### src/rtl/mem_arbiter.sv
// rtl/mem_arbiter.sv - shares one mem port between fetch and data requesters.
// Define MEM_ARB_ROUND_ROBIN_EN to alternate ties instead of always favouring data.
module mem_arbiter #(
    parameter int ADDR_W = 32,
    parameter int DATA_W = 32
) (
    input  logic                  clk,
    input  logic                  reset_n,
    input  logic                  if_req,
    input  logic [ADDR_W-1:0]     if_addr,
    output logic                  if_valid,
    output logic [DATA_W-1:0]     if_rdata,
    input  logic                  dm_req,
    input  logic                  dm_cmd,
    input  logic [ADDR_W-1:0]     dm_addr,
    input  logic [DATA_W/8-1:0]   dm_mask,
    input  logic [DATA_W-1:0]     dm_wdata,
    output logic                  dm_valid,
    output logic [DATA_W-1:0]     dm_rdata,
    output logic [ADDR_W-1:0]     mem_addr,
    output logic [DATA_W/8-1:0]   mem_mask,
    output logic                  mem_enable,
    output logic                  mem_cmd,
    output logic [DATA_W-1:0]     mem_write_data,
    input  logic [DATA_W-1:0]     mem_load_data,
    input  logic                  mem_valid
);

    localparam logic [1:0] ST_IDLE = 2'd0;
    localparam logic [1:0] ST_BUSY = 2'd1;
    localparam logic [1:0] ST_RESP = 2'd2;

    logic [1:0] state;
    logic       owner_dm;
    logic       grant_dm;
    logic       any_req;

    assign any_req = if_req || dm_req;

`ifdef MEM_ARB_ROUND_ROBIN_EN
    // last_dm = 0 means fetch owned the previous grant, so data wins the next tie
    logic last_dm;

    always_comb grant_dm = dm_req && (!if_req || !last_dm);

    always_ff @(posedge clk) begin
        if (!reset_n) begin
            last_dm <= 1'b0;
        end else if (state == ST_IDLE && any_req) begin
            last_dm <= grant_dm;
        end
    end
`else
    assign grant_dm = dm_req;
`endif

    always_ff @(posedge clk) begin
        if (!reset_n) begin
            state          <= ST_IDLE;
            owner_dm       <= 1'b0;
            mem_enable     <= 1'b0;
            mem_cmd        <= 1'b0;
            mem_addr       <= '0;
            mem_mask       <= '0;
            mem_write_data <= '0;
            if_valid       <= 1'b0;
            dm_valid       <= 1'b0;
            if_rdata       <= '0;
            dm_rdata       <= '0;
        end else begin
            if_valid <= 1'b0;
            dm_valid <= 1'b0;
            case (state)
                ST_IDLE: begin
                    if (any_req) begin
                        owner_dm   <= grant_dm;
                        mem_enable <= 1'b1;
                        state      <= ST_BUSY;
                        if (grant_dm) begin
                            mem_cmd        <= dm_cmd;
                            mem_addr       <= dm_addr;
                            mem_mask       <= dm_mask;
                            mem_write_data <= dm_wdata;
                        end else begin
                            mem_cmd        <= 1'b0;
                            mem_addr       <= if_addr;
                            mem_mask       <= '1;
                            mem_write_data <= '0;
                        end
                    end
                end
                ST_BUSY: begin
                    if (mem_valid) begin
                        mem_enable <= 1'b0;
                        state      <= ST_RESP;
                        if (owner_dm) begin
                            dm_rdata <= mem_load_data;
                            dm_valid <= 1'b1;
                        end else begin
                            if_rdata <= mem_load_data;
                            if_valid <= 1'b1;
                        end
                    end
                end
                ST_RESP: begin
                    state <= ST_IDLE;
                end
                default: begin
                    state <= ST_IDLE;
                end
            endcase
        end
    end

endmodule

### config.mk
export PLATFORM = sky130hd
export DESIGN_NAME = mem_arbiter
export DESIGN_NICKNAME = d
export VERILOG_FILES = /design/src/rtl/mem_arbiter.sv
export SDC_FILE = /design/constraint.sdc
export NUM_CORES = 1
export LEC_CHECK = 0
export ABC_AREA = 1
export CORE_MARGIN = 1
export CORE_UTILIZATION = 34
export DETAILED_ROUTE_END_ITERATION = 8
export MAX_ROUTING_LAYER = met4
export PLACE_DENSITY = 0.7
export SKIP_CTS_REPAIR_TIMING = 1
export SLEW_MARGIN = 20
export SYNTH_ARGS = -nofsm -noshare
export SYNTH_HDL_FRONTEND = slang
export SYNTH_SLANG_ARGS = --single-unit
### constraint.sdc
create_clock -name clk -period 3.55 [get_ports clk]
set_clock_uncertainty 0.2 [all_clocks]
set_input_delay 0.355 -clock clk [delete_from_list [all_inputs] [get_ports clk]]
set_output_delay 0.355 -clock clk [all_outputs]
set_load 0.05 [all_outputs]
==> reports/qor.tcl <==
set qor(clkLatencyLatePin_ns) 0.41
set qor(p_per_area_mw_per_mm2) 518
set qor(worst-setup-path-type) {register to output pin}
set qor(p_sw_mw) 1.48
set qor(worstHoldPathType) {primary input to register}
set qor(via_count) 6074
set qor(worst_setup_path_startpoint) {dm_rdata[2]}
set qor(flow.area_growth_from_synthesis_pct) 57.8
set qor(post-route-cell-area_sq_mm) 0.00928
set qor(grt_setup_unrepaired) {no}
set qor(critical-path-top-delay-family) {buffers and inverters}
set qor(top_level_i_o_count) 274
set qor(worst_setup_path_end_kind) {output pin}
set qor(worst_r2r_path_depth) 4
set qor(worstSetupPathDepth) 1
set qor(syn-cell-area_sq_mm) 0.00588
set qor(avg_wl_per_cell_um) 13.1
set qor(setup_viol) 0
set qor(power.total_mw) 4.80
set qor(final.period_utilization_pct) 61.7
set qor(mappedNetlistNets) 1019
set qor(wl_met3_um) 1300
set qor(critical_path_arrival_ns) 1.64
set qor(final_core_utilization_pct) 55.4
set qor(drt_wl_total_um) 17700
set qor(seq_power_share_pct) 36.0
set qor(power_frac_comb_pct) 24.3
set qor(detailed_place_hpwl_um) 11800
set qor(timing.setup.tns_ns) 0
set qor(die_area_sq_mm) 0.0178
set qor(placedInstanceArea_sq_mm) 0.00864
set qor(net_sw_share_pct) 30.7
set qor(tightest_slew_ns) 0.852
set qor(n_fill_cell) 1623
set qor(synthesis_warnings) 0
set qor(finalWeightedCongestion) 0.780
set qor(coreArea_sq_mm) 0.0168
set qor(clockBufferDepth) 2
set qor(via_count_of_the_first_global_routing_pass) 5630
set qor(synth_most_common_cell) {nand2_1}
set qor(fin_nets) 1261
set qor(timing_max_transition_violations_final) 0
set qor(grt_max_degree) 80
set qor(finish.cell_count_without_fillers) 1355
set qor(period_minus_slack_ns) 2.19
set qor(critPathBufInv) 1
set qor(met2RoutedLength_um) 8140
set qor(p_clk_share_pct) 39.7
set qor(regToRegSetupSlack_ns) 1.81
set qor(status) {completed}
set qor(irDropWorstVdd_mv) 0.357
set qor(drtPass1Iterations) 4
set qor(synth_seq_cells) 139
set qor(cap_viol_max_count) 0
set qor(worst_setup_start_kind) {register}
set qor(first_iter_violations) 290
set qor(setup.worst_path.end) {dm_rdata[2]}
set qor(leakage_nw) 4.01
set qor(worstHoldPathCells) 3
set qor(hold_violations) 0
set qor(p_int_mw) 3.33
set qor(die_y_um) 134
set qor(clock_pin_slew_on_the_worst_setup_and_hold_paths_ns) 0.06
set qor(timing.fmax_mhz) 457
set qor(initial_core_util_pct) 35.1
set qor(final_layout_size_suffix_gt1_share_pct) 4.49
set qor(die_width_um) 134
set qor(ys_dominant_reg_cell) {dfxtp_1}
set qor(synth.distinct_cells) 17
set qor(timing.critical_path.required_ns) 2.99
set qor(route.top_layer_used) {met4}
set qor(cts_num_sinks) 139
set qor(grt_util_all_layers_pct) 20.5
set qor(synth_top_area_cell) {dfxtp_1}
set qor(first_pass_grt_wire_length_um) 28200
set qor(critical_path.reg2reg.endpoint) {if_rdata[12]}
set qor(critical_path.cell_chain) {clkdlybuf4s50_1}
set qor(placed_cells_incl_taps) 1324
set qor(critical-path-max-stage-delay_ns) 0.89
set qor(timing.critical_path.slowest_stage_cell) {clkdlybuf4s50_1}
set qor(syn_inst) 881
set qor(grt_remaining_overflow) 0
set qor(initial_antenna_violation_count) 0
set qor(port_buffers) 273
set qor(worstPathMaxFanout) 2
set qor(antenna-diode-count) 0
set qor(rows) 47
set qor(post-route-drc-count) 0
set qor(synth_top_area_share_pct) 47.3
set qor(synth-seq-area-share_pct) 47.3
set qor(cts_buffers) 17
set qor(synth_async_sr_flop_share_pct) 0
set qor(ys_top_cells_by_area) {dfxtp_1 47%, nand2_1 17%, nor2_1 13%, nand3_1 8.3%, inv_1 4.5%}
set qor(syn_area_per_cell_sq_um) 6.67
set qor(vias_per_cell) 4.48
set qor(clk_root_buffer_cell) {clkbuf_16}
set qor(yosys-top-cells-count) {263 x nand2_1, 199 x nor2_1, 139 x dfxtp_1, 98 x nand3_1, 70 x inv_1}
set qor(max_slew_margin_pct) 43.1
set qor(htree_num_levels) 4
set qor(worstReg2RegStart) {state[0]}
set qor(number_of_enable_flip_flop_cells_after_synthesis) 0
set qor(wirelength_met1_um) 7800
set qor(ant_nets) 0
set qor(cts_tree) {done}
[per-layer routing]
metal	up-vias	track usage, %
met4	0	8.33
met2	190	32.1
met3	31	5.90
met1	2688	24.8
li1	3165	-
met5	-	-
[logic make-up after synthesis]
kind of cell / synth area share (%)
buf+inv: 10.1
simple gates: 38.8
compound gates: 3.75
flops: 47.3
[worst min-delay path by stage]
stage                       startpoint  slack [ns]                  to
global route                   reset_n        0.18        mem_addr[18]
detailed placement  mem_write_data[29]        0.25  mem_write_data[29]
global placement     mem_write_data[5]        0.25   mem_write_data[5]
finish                         reset_n        0.16        mem_addr[27]
floorplan                     owner_dm        0.27            owner_dm
CTS                            reset_n        0.14        mem_addr[27]
[cells in the final DEF (no fill, tap or decap)]
cell	n
clkbuf_8	3
clkinvlp_4	2
nand3_1	98
buf_4	8
buf_2	1
nand2_2	2
buf_12	1
inv_1	70
clkbuf_16	17
clkinv_4	2
nor2_1	197
o21ai_0	4
inv_2	2
bufinv_16	4
a21oi_1	40
nor2_2	2
clkinv_2	3
nor2_4	3
dfxtp_1	139
nand2_1	263
nand2_4	1
clkdlybuf4s50_1	271
nor3_1	2
[per-stage QoR]
step	setup WS, ns	hold slack [ns]
5_1_grt	1.29	0.176
6_report	1.36	0.161
2_1_floorplan	2.27	0.267
3_3_place_gp	1.29	0.247
3_5_place_dp	1.24	0.251
4_1_cts	1.31	0.144
[power groups by stage]
| stage | combinational [mW] | clock, mW | sequential [mW] |
|---|---|---|---|
| after CTS | 1.18 | 1.95 | 1.73 |
| after global placement | 1.17 | 0 | 1.76 |
| after detailed placement | 1.17 | 0 | 1.76 |
| after global routing | 1.26 | 2.01 | 1.74 |
| after floorplan | 0.371 | 0 | 2.13 |
| final | 1.17 | 1.91 | 1.73 |
[registers in the layout, summed over array words and instances, names as in the netlist, 2 cells and up]
| signal | cells |
|---|---|
| mem_write_data | 32 |
| mem_mask | 4 |
| state | 2 |
| if_rdata | 32 |
| dm_rdata | 32 |
| mem_addr | 32 |
[cell type report]
type                            instances  area, sq um  area share [%]
Timing Repair Buffer                  281         2800            30.2
Sequential cell                       139         2780            30.0
Multi-Input combinational cell        612         2520            27.1
Clock buffer                           20          467            5.03
Tap cell                              220          275            2.97
Inverter                               72          270            2.91
Clock inverter                         11          168            1.81
Power figures use the tool's default switching activity.
